<file path="src/rtl/led_pattern_gen.sv">
`default_nettype none
// +----------------------------------------------------------------------------+
// | Module      : led_pattern_gen                                              |
// | Description : WIDTH-bit LED driver with static/blink/rotate/bounce         |
// |               patterns stepped by a prescaler tick and a PWM brightness    |
// |               gate on the registered output.                               |
// | Revision    : 1.0  initial release                                         |
// +----------------------------------------------------------------------------+
module led_pattern_gen #(
    parameter int              WIDTH    = 8,
    parameter int              DIV      = 12000000,
    parameter int              PWM_BITS = 4,
    parameter logic [WIDTH-1:0] INIT    = {WIDTH{1'b1}}
) (
    input  logic                clk,
    input  logic                rst,
    input  logic [1:0]          mode,
    input  logic [WIDTH-1:0]    pattern,
    input  logic                load,
    input  logic [PWM_BITS-1:0] brightness,
    output logic [WIDTH-1:0]    LPORT,
    output logic                tick
);

    localparam int C_CNT_W = (DIV > 1) ? $clog2(DIV) : 1;
    localparam int C_POS_W = (WIDTH > 1) ? $clog2(WIDTH) : 1;
    localparam logic [C_CNT_W-1:0]  C_PRESC_MAX = C_CNT_W'(DIV - 1);
    localparam logic [C_POS_W-1:0]  C_POS_MAX   = C_POS_W'(WIDTH - 1);
    localparam logic [C_CNT_W-1:0]  C_CNT_ONE   = C_CNT_W'(1);
    localparam logic [C_POS_W-1:0]  C_POS_ONE   = C_POS_W'(1);
    localparam logic [PWM_BITS-1:0] C_PWM_ONE   = PWM_BITS'(1);

    typedef enum logic [1:0] {
        MODE_STATIC = 2'd0,
        MODE_BLINK  = 2'd1,
        MODE_ROTATE = 2'd2,
        MODE_BOUNCE = 2'd3
    } mode_e;

    typedef enum logic {
        DIR_UP   = 1'b0,
        DIR_DOWN = 1'b1
    } dir_e;

    logic [WIDTH-1:0]    pat_q, pat_d;
    logic [C_CNT_W-1:0]  presc_q, presc_d;
    logic [PWM_BITS-1:0] pwm_cnt_q, pwm_cnt_d;
    logic                blink_ph_q, blink_ph_d;
    logic [C_POS_W-1:0]  pos_q, pos_d;
    dir_e                dir_q, dir_d;
    mode_e               mode_q, mode_d;
    logic [WIDTH-1:0]    lport_q, lport_d;
    logic                tick_q, tick_d;

    logic                w_wrap;
    logic                w_mode_chg;
    logic                w_pwm_on;
    logic [WIDTH-1:0]    w_pat_rot;
    logic [WIDTH-1:0]    w_onehot;
    logic [WIDTH-1:0]    w_frame;

    assign w_wrap     = (presc_q == C_PRESC_MAX);
    assign w_mode_chg = (mode_e'(mode) != mode_q);
    assign w_pwm_on   = (brightness == {PWM_BITS{1'b1}}) || (pwm_cnt_q < brightness);

    // A single LED has nothing to rotate into.
    generate
        if (WIDTH > 1) begin : g_rot_multi
            assign w_pat_rot = {pat_q[WIDTH-2:0], pat_q[WIDTH-1]};
        end else begin : g_rot_single
            assign w_pat_rot = pat_q;
        end
    endgenerate

    always_comb begin
        w_onehot = '0;
        for (int i = 0; i < WIDTH; i++) begin
            w_onehot[i] = (pos_q == C_POS_W'(i));
        end
    end

    always_comb begin
        w_frame = pat_q;
        case (mode_q)
            MODE_BLINK:  w_frame = blink_ph_q ? pat_q : '0;
            MODE_BOUNCE: w_frame = w_onehot;
            default:     w_frame = pat_q;
        endcase
    end

    always_comb begin
        pat_d      = pat_q;
        presc_d    = w_wrap ? '0 : (presc_q + C_CNT_ONE);
        pwm_cnt_d  = pwm_cnt_q + C_PWM_ONE;
        blink_ph_d = blink_ph_q;
        pos_d      = pos_q;
        dir_d      = dir_q;
        mode_d     = mode_e'(mode);
        tick_d     = w_wrap && !load;
        lport_d    = w_frame & {WIDTH{w_pwm_on}};

        // Load outranks a mode change, which outranks a pattern step.
        if (load) begin
            pat_d      = pattern;
            presc_d    = '0;
            blink_ph_d = 1'b1;
            pos_d      = '0;
            dir_d      = DIR_UP;
        end else if (w_mode_chg) begin
            blink_ph_d = 1'b1;
            pos_d      = '0;
            dir_d      = DIR_UP;
        end else if (w_wrap) begin
            case (mode_q)
                MODE_BLINK:  blink_ph_d = !blink_ph_q;
                MODE_ROTATE: pat_d      = w_pat_rot;
                MODE_BOUNCE: begin
                    if (WIDTH > 1) begin
                        if (dir_q == DIR_UP) begin
                            pos_d = pos_q + C_POS_ONE;
                            if (pos_d == C_POS_MAX) dir_d = DIR_DOWN;
                        end else begin
                            pos_d = pos_q - C_POS_ONE;
                            if (pos_d == '0) dir_d = DIR_UP;
                        end
                    end
                end
                default: ;
            endcase
        end
    end

    always_ff @(posedge clk or posedge rst) begin
        if (rst) begin
            pat_q      <= INIT;
            presc_q    <= '0;
            pwm_cnt_q  <= '0;
            blink_ph_q <= 1'b1;
            pos_q      <= '0;
            dir_q      <= DIR_UP;
            mode_q     <= MODE_STATIC;
            lport_q    <= '0;
            tick_q     <= 1'b0;
        end else begin
            pat_q      <= pat_d;
            presc_q    <= presc_d;
            pwm_cnt_q  <= pwm_cnt_d;
            blink_ph_q <= blink_ph_d;
            pos_q      <= pos_d;
            dir_q      <= dir_d;
            mode_q     <= mode_d;
            lport_q    <= lport_d;
            tick_q     <= tick_d;
        end
    end

    assign LPORT = lport_q;
    assign tick  = tick_q;

endmodule
`default_nettype wire
</file>
<file path="config.mk">
export PLATFORM = sky130hd
export DESIGN_NAME = led_pattern_gen
export DESIGN_NICKNAME = d
export VERILOG_FILES = /design/src/rtl/led_pattern_gen.sv
export SDC_FILE = /design/constraint.sdc
export NUM_CORES = 1
export LEC_CHECK = 0
export CAP_MARGIN = 10
export CELL_PAD_IN_SITES_DETAIL_PLACEMENT = 0
export CELL_PAD_IN_SITES_GLOBAL_PLACEMENT = 1
export CORE_MARGIN = 1
export CORE_UTILIZATION = 40
export CTS_CLUSTER_SIZE = 30
export DETAILED_ROUTE_END_ITERATION = 6
export PLACE_DENSITY_LB_ADDON = 0.1
export SYNTH_ARGS = -nofsm -noshare
export SYNTH_HDL_FRONTEND = slang
export SYNTH_SLANG_ARGS = --single-unit
</file>
<file path="constraint.sdc">
create_clock -name clk -period 5.8 [get_ports clk]
set_input_delay 1.16 -clock clk [delete_from_list [all_inputs] [get_ports clk]]
set_output_delay 1.16 -clock clk [all_outputs]
set_load 0.05 [all_outputs]
</file>
==> flow_summary.json <==
{
  "yosys-top-cells-area": "dfrtp_1, dfstp_2, ha_1, xnor2_1, nand4_1",
  "h-tree-depth": 2,
  "numCtsBuffers": 5,
  "place_congestion": 0.747,
  "status": "finished with violations",
  "grt_pass1_vias": 2098,
  "place.port_buffers": 25,
  "cts_sinks": 52,
  "drt_iter0_markers": 97,
  "yosys-top-cells-count": "dfrtp_1, nor2_1, nand4_1",
  "yosysWarnings": 0,
  "cp-end-kind": "flip-flop",
  "drc": 4,
  "drt_first_pass_iters": 7,
  "antenna_found_initial": 0,
  "worst_ep_arrival_time_ns": 2.78,
  "worstSkewPairLatency_ns": 0.30,
  "syn-cell-area_mm2": 0.00272,
  "peakVddDrop_mv": 0.0846,
  "grt_max_degree": 53,
  "cts_resized": 0,
  "finalMaxSlewViolations": 0,
  "syn_to_final_growth_pct": 16.2,
  "wirelength_um": 5820,
  "r2r_start": "presc_q[13]$_DFF_PP0_",
  "synth-seq-cells": 52,
  "core_area_mm2": 0.00646,
  "hold_buffers": 0,
  "finalClockSkew_ns": 0.00526,
  "ioPinCount": 26,
  "cts_buffer_depth": 2,
  "dp_cells": 369,
  "power.total_uw": 741,
  "min_period_ns": 2.61,
  "initial_core_util": 0.421,
  "clock-root-buffer": "clkbuf_8",
  "dieArea_mm2": 0.00713,
  "hold_violations": 0,
  "required_ns": 5.97,
  "violations": "DRC",
  "hp-start": "pwm_cnt_q[3]$_DFF_PP0_",
  "relSlewSlack": 0.401,
  "worstPathMaxFanout": 21,
  "cts_tree": "done",
  "post_cts_buffers": 0,
  "min_period_over_period": 0.450,
  "synth_top_area_share": 0.396,
  "grt_setup_unrepaired": "false",
  "hp-class": "reg -> reg",
  "grt_pass1_wl_um": 10200,
  "synth_cells": 277,
  "ys_types": 42,
  "final_antenna_net_count": 0,
  "power.density_mw_per_mm2": 235,
  "fin_setup_tns_ns": 0,
  "rows": 29,
  "fin_cells": 377,
  "post_drt_via_cell_ratio": 5.70,
  "hpwl_um": 4090,
  "die_x_um": 84.4,
  "synth_nets": 306,
  "drive_gt1_frac": 0.0867,
  "avgSynthCellArea_um2": 9.82,
  "reg2reg_to": "presc_q[12]$_DFF_PP0_",
  "tightest_slew_ns": 0.892,
  "num_antenna_cells": 0,
  "fmax_mhz": 383,
  "routedWlPerCell_um": 15.4,
  "fin_nets": 328,
  "clkTransAtPathRegs_ns": 0.09,
  "worstSetupStartpointType": "flip-flop",
  "via_count": 2148,
  "critPathKind": "reg -> reg",
  "setup_viol": 0,
  "hold_end": "pwm_cnt_q[3]$_DFF_PP0_",
  "rr_worst_depth": 4,
  "synth-seq-area-share": 0.483,
  "synth_most_common_cell": "dfrtp_1",
  "grt_overflow_total": 0,
  "ys.flop_type": "dfrtp_1",
  "synthArstFlopShare": 1.00,
  "p_leak_uw": 0.00126,
  "fp.dieH_um": 84.4,
  "r2r_slack_ns": 3.19,
  "hold_path_depth": 1,
  "grt_usage": 0.181,
  "synth_edf_count": 0,
  "drv_cap": 0,
  "synth_top_cell_by_area": "dfrtp_1",
  "placed_cell_area_mm2": 0.00303,
  "final_area_mm2": 0.00316
}
## worst max path at each step
stage               slack, ns                   from               endpoint
CTS                      3.17  presc_q[13]$_DFF_PP0_  presc_q[12]$_DFF_PP0_
global placement         2.95                mode[0]   pat_q[7]$_DFFE_PP1P_
detailed placement       2.97          brightness[3]     LPORT[0]$_DFF_PP0_
floorplan                3.40                    rst     LPORT[0]$_DFF_PP0_
global route             3.01  presc_q[13]$_DFF_PP0_  presc_q[14]$_DFF_PP0_
finish                   3.19  presc_q[13]$_DFF_PP0_  presc_q[12]$_DFF_PP0_
## metrics by stage
step                hold WS (ns)   util  setup WS [ns]
floorplan                  0.434      -           3.40
finish                     0.482  0.489           3.19
global placement           0.466  0.470           2.95
global route               0.513  0.489           3.01
detailed placement         0.475  0.470           2.97
CTS                        0.488  0.489           3.17
## cells in the final DEF, fill, tap and decap left out, types with 4 or more instances in the layout
cell,n
nand3_1,10
dfstp_2,9
nand2_1,7
o21ai_0,16
nor2_1,31
a21oi_1,18
or3_1,8
clkbuf_8,7
ha_1,12
or4_1,5
nand4_1,19
inv_1,11
dfrtp_1,43
nor3_1,7
xnor2_1,15
xor2_1,6
nor4_1,4
a22oi_1,6
a31oi_1,8
clkdlybuf4s50_1,25
## metal layers
metal | vias to the layer above | wire length [um] | part of all wire | track usage
met1 | 1049 | 2820 | 0.48 | 0.241
met2 | 31 | 2750 | 0.47 | 0.303
met3 | 7 | 179 | 0.031 | 0.0334
met5 | - | 0 | 0 | 0
met4 | 0 | 73 | 0.013 | 0.0508
li1 | 1061 | - | - | -
## kinds of logic (layout without fill, tap and decap cells)
| family | Yosys count | count (layout) | share of synthesized area |
|---|---|---|---|
| simple gates | 107 | 107 | 0.224 |
| compound gates | 59 | 59 | 0.129 |
| buf+inv | 25 | 48 | 0.0377 |
| flops | 52 | 52 | 0.483 |
| xor+xnor | 21 | 21 | 0.0676 |
| fa+ha+maj | 12 | 12 | 0.0552 |
| mux | 1 | 1 | 0.00368 |
## layout make-up
| class | count | area [um2] |
|---|---|---|
| clock buffers | 7 | 96.3 |
| well taps | 77 | 96.3 |
| flip-flops and latches | 52 | 1310 |
| fillers | 643 | 3300 |
| clock inverters | 1 | 30.0 |
| repair buffers | 27 | 265 |
| multi-input cells | 200 | 1310 |
| inverters | 13 | 48.8 |
## flip-flops by register name, indices dropped and copies added (netlist names)
register    count
presc_q        24
LPORT           8
pat_q           8
pwm_cnt_q       4
pos_q           3
mode_q          2
blink_ph_q      1
dir_q           1
tick            1
## where the power goes
| group | internal (uW) | switching, uW |
|---|---|---|
| Sequential | 379 | 9.70 |
| Combinational | 31.8 | 50.1 |
| Clock | 152 | 118 |
## worst max-delay path, cell delays in order, from the launching register on
cell and delay, ns:
dfrtp_1 0.44, or3_1 0.42, nor4_4 0.80, a21o_1 0.68, nor2_1 0.12
Note: power is estimated with default switching activity, not from simulation.
